==> src/rtl/cv32e40x_rvfi_pkg.sv <==
// Shared types for the RVFI instruction pipe.
// Holds the OBI fetch packet layout, the per-stage shadow record and the
// fetch-fault helper used when a record is retired.
package cv32e40x_rvfi_pkg;

    localparam int unsigned XLEN   = 32;
    localparam int unsigned PROT_W = 3;

    typedef enum logic [1:0] {
        MPU_OK       = 2'b00,
        MPU_RE_FAULT = 2'b01,
        MPU_WR_FAULT = 2'b10,
        MPU_WE_FAULT = 2'b11
    } mpu_status_e;

    typedef struct packed {
        logic [XLEN-1:0]   addr;
        logic [PROT_W-1:0] prot;
    } obi_inst_req_t;

    typedef struct packed {
        logic [XLEN-1:0] rdata;
        logic            err;
    } obi_inst_resp_t;

    typedef struct packed {
        obi_inst_resp_t bus_resp;
        mpu_status_e    mpu_status;
    } inst_resp_t;

    typedef struct packed {
        obi_inst_req_t req_payload;
        inst_resp_t    resp_payload;
    } rvfi_obi_instr_t;

    typedef struct packed {
        logic            valid;
        logic [XLEN-1:0] pc;
        logic            compressed;
        rvfi_obi_instr_t obi_instr;
    } rvfi_instr_stage_t;

    // A fetch faulted if the bus reported an error or the MPU blocked it.
    function automatic logic rvfi_fetch_fault(logic err, mpu_status_e mpu_status);
        return err || (mpu_status != MPU_OK);
    endfunction

endpackage

==> src/rtl/cv32e40x_rvfi_instr_stage.sv <==
// One shadow pipeline stage register for the RVFI instruction pipe.
// Ports:
//   clk, rst              - clock, synchronous active-high reset
//   load_i                - capture new payload and mark valid
//   leave_i               - current payload moves downstream this cycle
//   kill_i                - flush; beats both load and leave
//   pc_i, compressed_i,
//   obi_instr_i           - payload to capture on load
//   stage_o               - registered stage contents
module cv32e40x_rvfi_instr_stage
    import cv32e40x_rvfi_pkg::*;
(
    input  logic              clk,
    input  logic              rst,
    input  logic              load_i,
    input  logic              leave_i,
    input  logic              kill_i,
    input  logic [XLEN-1:0]   pc_i,
    input  logic              compressed_i,
    input  rvfi_obi_instr_t   obi_instr_i,
    output rvfi_instr_stage_t stage_o
);

    rvfi_instr_stage_t stage_q;
    rvfi_instr_stage_t stage_d;

    // Load wins over leave; kill wins over everything.
    always_comb begin
        stage_d = stage_q;
        if (load_i) begin
            stage_d.valid      = 1'b1;
            stage_d.pc         = pc_i;
            stage_d.compressed = compressed_i;
            stage_d.obi_instr  = obi_instr_i;
        end else if (leave_i) begin
            stage_d.valid = 1'b0;
        end
        if (kill_i) begin
            stage_d.valid = 1'b0;
        end
    end

    always_ff @(posedge clk) begin
        if (rst) begin
            stage_q <= '0;
        end else begin
            stage_q <= stage_d;
        end
    end

    assign stage_o = stage_q;

endmodule

==> src/rtl/cv32e40x_rvfi_instr_pipe.sv <==
// Shadow ID/EX/WB pipeline for the IF-timed RVFI OBI instruction packet.
// Follows the core handshakes and kills and emits a registered fetch record
// with a retirement order on every retire.
// Ports:
//   clk, rst                         - clock, synchronous active-high reset
//   if_valid_i, id_ready_i           - IF->ID handshake
//   if_instr_i, if_pc_i,
//   if_compressed_i                  - IF-aligned payload
//   id_valid_i, ex_ready_i           - ID->EX handshake
//   ex_valid_i, wb_ready_i           - EX->WB handshake
//   wb_valid_i                       - WB retires this cycle
//   kill_id_i, kill_ex_i, kill_wb_i  - per-stage flushes
//   rvfi_*_o                         - registered retire record
module cv32e40x_rvfi_instr_pipe
    import cv32e40x_rvfi_pkg::*;
#(
    parameter int unsigned ORDER_W = 64
) (
    input  logic                clk,
    input  logic                rst,
    input  logic                if_valid_i,
    input  logic                id_ready_i,
    input  rvfi_obi_instr_t     if_instr_i,
    input  logic [XLEN-1:0]     if_pc_i,
    input  logic                if_compressed_i,
    input  logic                id_valid_i,
    input  logic                ex_ready_i,
    input  logic                ex_valid_i,
    input  logic                wb_ready_i,
    input  logic                wb_valid_i,
    input  logic                kill_id_i,
    input  logic                kill_ex_i,
    input  logic                kill_wb_i,
    output logic                rvfi_valid_o,
    output logic [ORDER_W-1:0]  rvfi_order_o,
    output logic [XLEN-1:0]     rvfi_pc_o,
    output logic [XLEN-1:0]     rvfi_insn_o,
    output rvfi_obi_instr_t     rvfi_instr_obi_o,
    output logic                rvfi_fetch_fault_o
);

    rvfi_instr_stage_t id_stage;
    rvfi_instr_stage_t ex_stage;
    rvfi_instr_stage_t wb_stage;

    logic id_load;
    logic ex_load;
    logic wb_load;
    logic retire;

    // Transfers; a kill on either side of a boundary blocks the move.
    assign id_load = if_valid_i && id_ready_i && !kill_id_i;
    assign ex_load = id_valid_i && ex_ready_i && id_stage.valid && !kill_id_i && !kill_ex_i;
    assign wb_load = ex_valid_i && wb_ready_i && ex_stage.valid && !kill_ex_i && !kill_wb_i;
    assign retire  = wb_valid_i && wb_stage.valid && !kill_wb_i;

    cv32e40x_rvfi_instr_stage u_id_stage (
        .clk          (clk),
        .rst          (rst),
        .load_i       (id_load),
        .leave_i      (ex_load),
        .kill_i       (kill_id_i),
        .pc_i         (if_pc_i),
        .compressed_i (if_compressed_i),
        .obi_instr_i  (if_instr_i),
        .stage_o      (id_stage)
    );

    cv32e40x_rvfi_instr_stage u_ex_stage (
        .clk          (clk),
        .rst          (rst),
        .load_i       (ex_load),
        .leave_i      (wb_load),
        .kill_i       (kill_ex_i),
        .pc_i         (id_stage.pc),
        .compressed_i (id_stage.compressed),
        .obi_instr_i  (id_stage.obi_instr),
        .stage_o      (ex_stage)
    );

    cv32e40x_rvfi_instr_stage u_wb_stage (
        .clk          (clk),
        .rst          (rst),
        .load_i       (wb_load),
        .leave_i      (retire),
        .kill_i       (kill_wb_i),
        .pc_i         (ex_stage.pc),
        .compressed_i (ex_stage.compressed),
        .obi_instr_i  (ex_stage.obi_instr),
        .stage_o      (wb_stage)
    );

    // The compressed flag travels with the entry but the record reports the
    // already zero-extended word, so it is not needed at retirement.
    logic wb_compressed_unused;
    assign wb_compressed_unused = wb_stage.compressed;

    logic [ORDER_W-1:0] order_q;
    logic [ORDER_W-1:0] order_d;
    logic               rvfi_valid_q;
    logic               rvfi_valid_d;
    logic [ORDER_W-1:0] rvfi_order_q;
    logic [ORDER_W-1:0] rvfi_order_d;
    logic [XLEN-1:0]    rvfi_pc_q;
    logic [XLEN-1:0]    rvfi_pc_d;
    logic [XLEN-1:0]    rvfi_insn_q;
    logic [XLEN-1:0]    rvfi_insn_d;
    rvfi_obi_instr_t    rvfi_obi_q;
    rvfi_obi_instr_t    rvfi_obi_d;
    logic               rvfi_fault_q;
    logic               rvfi_fault_d;

    // Retire record: payload holds between retires, order wraps naturally.
    always_comb begin
        order_d      = order_q;
        rvfi_valid_d = retire;
        rvfi_order_d = rvfi_order_q;
        rvfi_pc_d    = rvfi_pc_q;
        rvfi_insn_d  = rvfi_insn_q;
        rvfi_obi_d   = rvfi_obi_q;
        rvfi_fault_d = rvfi_fault_q;
        if (retire) begin
            order_d      = order_q + ORDER_W'(1);
            rvfi_order_d = order_q;
            rvfi_pc_d    = wb_stage.pc;
            rvfi_insn_d  = wb_stage.obi_instr.resp_payload.bus_resp.rdata;
            rvfi_obi_d   = wb_stage.obi_instr;
            rvfi_fault_d = rvfi_fetch_fault(wb_stage.obi_instr.resp_payload.bus_resp.err,
                                            wb_stage.obi_instr.resp_payload.mpu_status);
        end
    end

    always_ff @(posedge clk) begin
        if (rst) begin
            order_q      <= '0;
            rvfi_valid_q <= 1'b0;
            rvfi_order_q <= '0;
            rvfi_pc_q    <= '0;
            rvfi_insn_q  <= '0;
            rvfi_obi_q   <= '0;
            rvfi_fault_q <= 1'b0;
        end else begin
            order_q      <= order_d;
            rvfi_valid_q <= rvfi_valid_d;
            rvfi_order_q <= rvfi_order_d;
            rvfi_pc_q    <= rvfi_pc_d;
            rvfi_insn_q  <= rvfi_insn_d;
            rvfi_obi_q   <= rvfi_obi_d;
            rvfi_fault_q <= rvfi_fault_d;
        end
    end

    assign rvfi_valid_o       = rvfi_valid_q;
    assign rvfi_order_o       = rvfi_order_q;
    assign rvfi_pc_o          = rvfi_pc_q;
    assign rvfi_insn_o        = rvfi_insn_q;
    assign rvfi_instr_obi_o   = rvfi_obi_q;
    assign rvfi_fetch_fault_o = rvfi_fault_q;

    // WB must hold an instruction whenever the core claims to retire one.
    a_no_retire_from_empty_wb: assert property (
        @(posedge clk) disable iff (rst) wb_valid_i |-> wb_stage.valid
    );

endmodule

==> config.mk <==
export PLATFORM = sky130hd
export DESIGN_NAME = cv32e40x_rvfi_instr_pipe
export DESIGN_NICKNAME = d
export VERILOG_FILES = /design/src/rtl/cv32e40x_rvfi_pkg.sv /design/src/rtl/cv32e40x_rvfi_instr_stage.sv /design/src/rtl/cv32e40x_rvfi_instr_pipe.sv
export SDC_FILE = /design/constraint.sdc
export NUM_CORES = 1
export LEC_CHECK = 0
export BUFFER_PORTS_ARGS = -buffer_cell sky130_fd_sc_hd__buf_2
export CAP_MARGIN = 40
export CORE_MARGIN = 2
export CORE_UTILIZATION = 50
export DETAILED_ROUTE_END_ITERATION = 12
export PLACE_DENSITY = 0.73
export REMOVE_ABC_BUFFERS = 1
export SLEW_MARGIN = 15
export SYNTH_ARGS = -nofsm -noshare
export SYNTH_HDL_FRONTEND = slang
export SYNTH_SLANG_ARGS = --single-unit
==> constraint.sdc <==
create_clock -name clk -period 3.7 [get_ports clk]
set_input_delay 0.74 -clock clk [delete_from_list [all_inputs] [get_ports clk]]
set_output_delay 0.74 -clock clk [all_outputs]
set_load 0.01 [all_outputs]
==> results_dict.tcl <==
set metrics [dict create \
    critPathKind "flip-flop to flip-flop" \
    clk-insertion-delay-late_ns 0.59 \
    maxSlewHeadroom 0.331 \
    p_int_mw 9.26 \
    synth.avg_cell_area_um2 7.92 \
    rsz0062_at_grt "false" \
    antennaDiodeCount 0 \
    core_um2 38700 \
    setup_violations 0 \
    synthArstFlopShare 0 \
    rr_worst_depth 5 \
    grt_pass1_vias 15700 \
    yosys_register_bits 541 \
    cts_hold_buf 0 \
    ctsHtreeMaxLevel 2 \
    post_cts_resized 0 \
    synth_top_area_cell "dfxtp_1" \
    cts_setup_buffers 0 \
    p_leak_nw 8.44 \
    drv_cap 0 \
    irDropWorstVdd_mv 0.363 \
    die_w_um 202 \
    synth.distinct_cells 44 \
    synth_top_area_frac 0.552 \
    period_needed_ns 2.69 \
    ant_nets 0 \
    critPathRequiredTime_ns 4.20 \
    yosys_most_used_dff "dfxtp_1" \
    holdPathStages 3 \
    skew_ns 0.0188 \
    vias_per_cell 5.26 \
    cts_tree "yes" \
    root_buffer "clkbuf_16" \
    syn2layout_area_growth_pct 17.6 \
    grt_overflow 0 \
    cts_buffers 52 \
    wirelength_mm 48.6 \
    finalPower_mw 11.7 \
    grt_use_total 0.232 \
    cp-startpoint "order_q[18]$_SDFFE_PP0P_" \
    synthesis.area_um2 19600 \
    pwr-share-clk 0.475 \
    finalMaxSlewViolations 0 \
    cts_sinks 541 \
    max_clock_freq_mhz 371 \
    yosysMostFrequentCell "nand2_1" \
    min_path_type "input pin to flip-flop" \
    dieArea_um2 40900 \
    first_pass_iters 6 \
    wire_per_inst_um 15.1 \
    grt_pass1_wl_mm 78.4 \
    p_sw_mw 2.44 \
    synthTopCellsByCount "972 x nand2_1, 541 x dfxtp_1, 505 x a21oi_1, 163 x clkbuf_1, 41 x nor2_1" \
    tightest_slew_ns 1.00 \
    antenna_found_initial 0 \
    pin_count 315 \
    seqPwrFrac 0.502 \
    placed_cells_incl_taps 3129 \
    cts_buffer_depth 3 \
    gp_congestion 0.916 \
    drt_iter0_drc 879 \
    die_h_um 202 \
    fin_tns_setup_ns 0 \
    p_comb_frac 0.023 \
    power.density_nw_per_um2 507 \
    swShare 0.209 \
    nets 2781 \
    fin_util 0.596 \
    min_from "if_instr_i[4]" \
    finalCritPeriodShare 0.728 \
    hpwl_mm 28.8 \
    netlist_top_cells_area "dfxtp_1 55%, nand2_1 19%, a21oi_1 13%, clkbuf_1 3.1%, buf_4 1.2%" \
    num_rows 72 \
    drc 0 \
    clk_pin_slew_ns 0.07 \
    design_area_um2 23100 \
    hold_violations 0 \
    crit_fanout 11 \
    drive_above_1_share 0.168 \
    portBuffers 313 \
    startpoint_type "flip-flop" \
    rr_startpoint "order_q[18]$_SDFFE_PP0P_" \
    synth_seq_area_share 0.552 \
    dr_total_vias 17000 \
    start_util 0.507 \
    crit_path_end_kind "flip-flop" \
    netlist_instances 2478 \
    fillers 3469 \
    ys_warn_count 0 \
    grt_max_degree 171 \
    place_area_um2 21300 \
    worstPathArrival_ns 3.20 \
    layout.cells.non_filler 3225 \
    status "finished clean" \
    synth_edf_count 0 \
]
## worst paths after layout
check / end / slack, ns
hold / removal: u_id_stage.stage_o[4]$_SDFFE_PP0P_ / 0.38
setup reg to reg: order_q[61]$_SDFFE_PP0P_ / 1.01
hold reg to reg: rvfi_instr_obi_o[26]$_SDFFE_PP0P_ / 0.45
setup / recovery: order_q[61]$_SDFFE_PP0P_ / 1.01
## final cells by class
type,instances,area (um2),area share
flip-flops and latches,541,10800,0.469
multi-input cells,1721,7870,0.341
repair buffers,337,1860,0.0805
clock buffers,69,1490,0.0644
well taps,518,648,0.0281
clock inverters,27,335,0.0145
inverters,12,45.0,0.00195
## power by group through the flow
stage | Sequential [mW] | Combinational, mW | Clock, mW
after global routing | 5.88 | 0.293 | 5.93
after detailed placement | 6.01 | 0.264 | 0
after CTS | 5.88 | 0.266 | 5.67
final | 5.88 | 0.265 | 5.56
after floorplan | 6.00 | 0.0665 | 0
after global placement | 6.01 | 0.262 | 0
## critical path, cell delays in order (launching register included)
cell,delay [ns]
dfxtp_1,0.50
nand4_2,0.24
nor4_2,0.57
nand3_1,0.52
or4_1,0.63
a21oi_1,0.15
## placed cells by master (no fill, tap or decap), types with 7 or more instances in the layout
cell type	n
inv_1	12
a21oi_1	505
or3_1	19
or4_1	9
bufinv_16	7
clkinv_2	15
buf_2	312
buf_4	16
nor2_1	40
dfxtp_1	541
xnor2_1	13
buf_12	8
nor3_1	11
o21ai_0	24
nand4_1	23
nor4_1	9
clkbuf_16	52
clkbuf_8	12
xor2_1	17
nand3_1	22
nand2_1	971
## state kept, by name, indices dropped and copies added, names as in the netlist
name,flops
u_wb_stage.stage_o,103
rvfi_valid_o,1
rvfi_fetch_fault_o,1
order_q,64
u_ex_stage.stage_o,103
rvfi_order_o,64
rvfi_pc_o,32
u_id_stage.stage_o,103
rvfi_instr_obi_o,70
## cells by family after synthesis
group / Yosys count / share of synthesized area
flops: 541 / 0.552
simple gates: 1152 / 0.247
xor+xnor: 30 / 0.0134
fa+ha+maj: 1 / 0.000637
mux: 2 / 0.00115
compound gates: 536 / 0.138
buf+inv: 216 / 0.0485
## per-stage QoR
step	hold WS [ns]	setup WS, ns
2_1_floorplan	0.426	-2.05
3_3_place_gp	0.436	0.905
3_5_place_dp	0.441	0.876
4_1_cts	0.351	1.03
5_1_grt	0.372	0.841
6_report	0.383	1.01
## routing by layer
metal | wire length [um] | vias up | global-route usage
met1 | 21300 | 7950 | 0.306
met3 | 2830 | 92 | 0.0310
met5 | 0 | - | 0
met4 | 1380 | 0 | 0.0837
met2 | 23100 | 473 | 0.391
li1 | - | 8444 | -
Note: power is estimated with default switching activity, not from simulation.
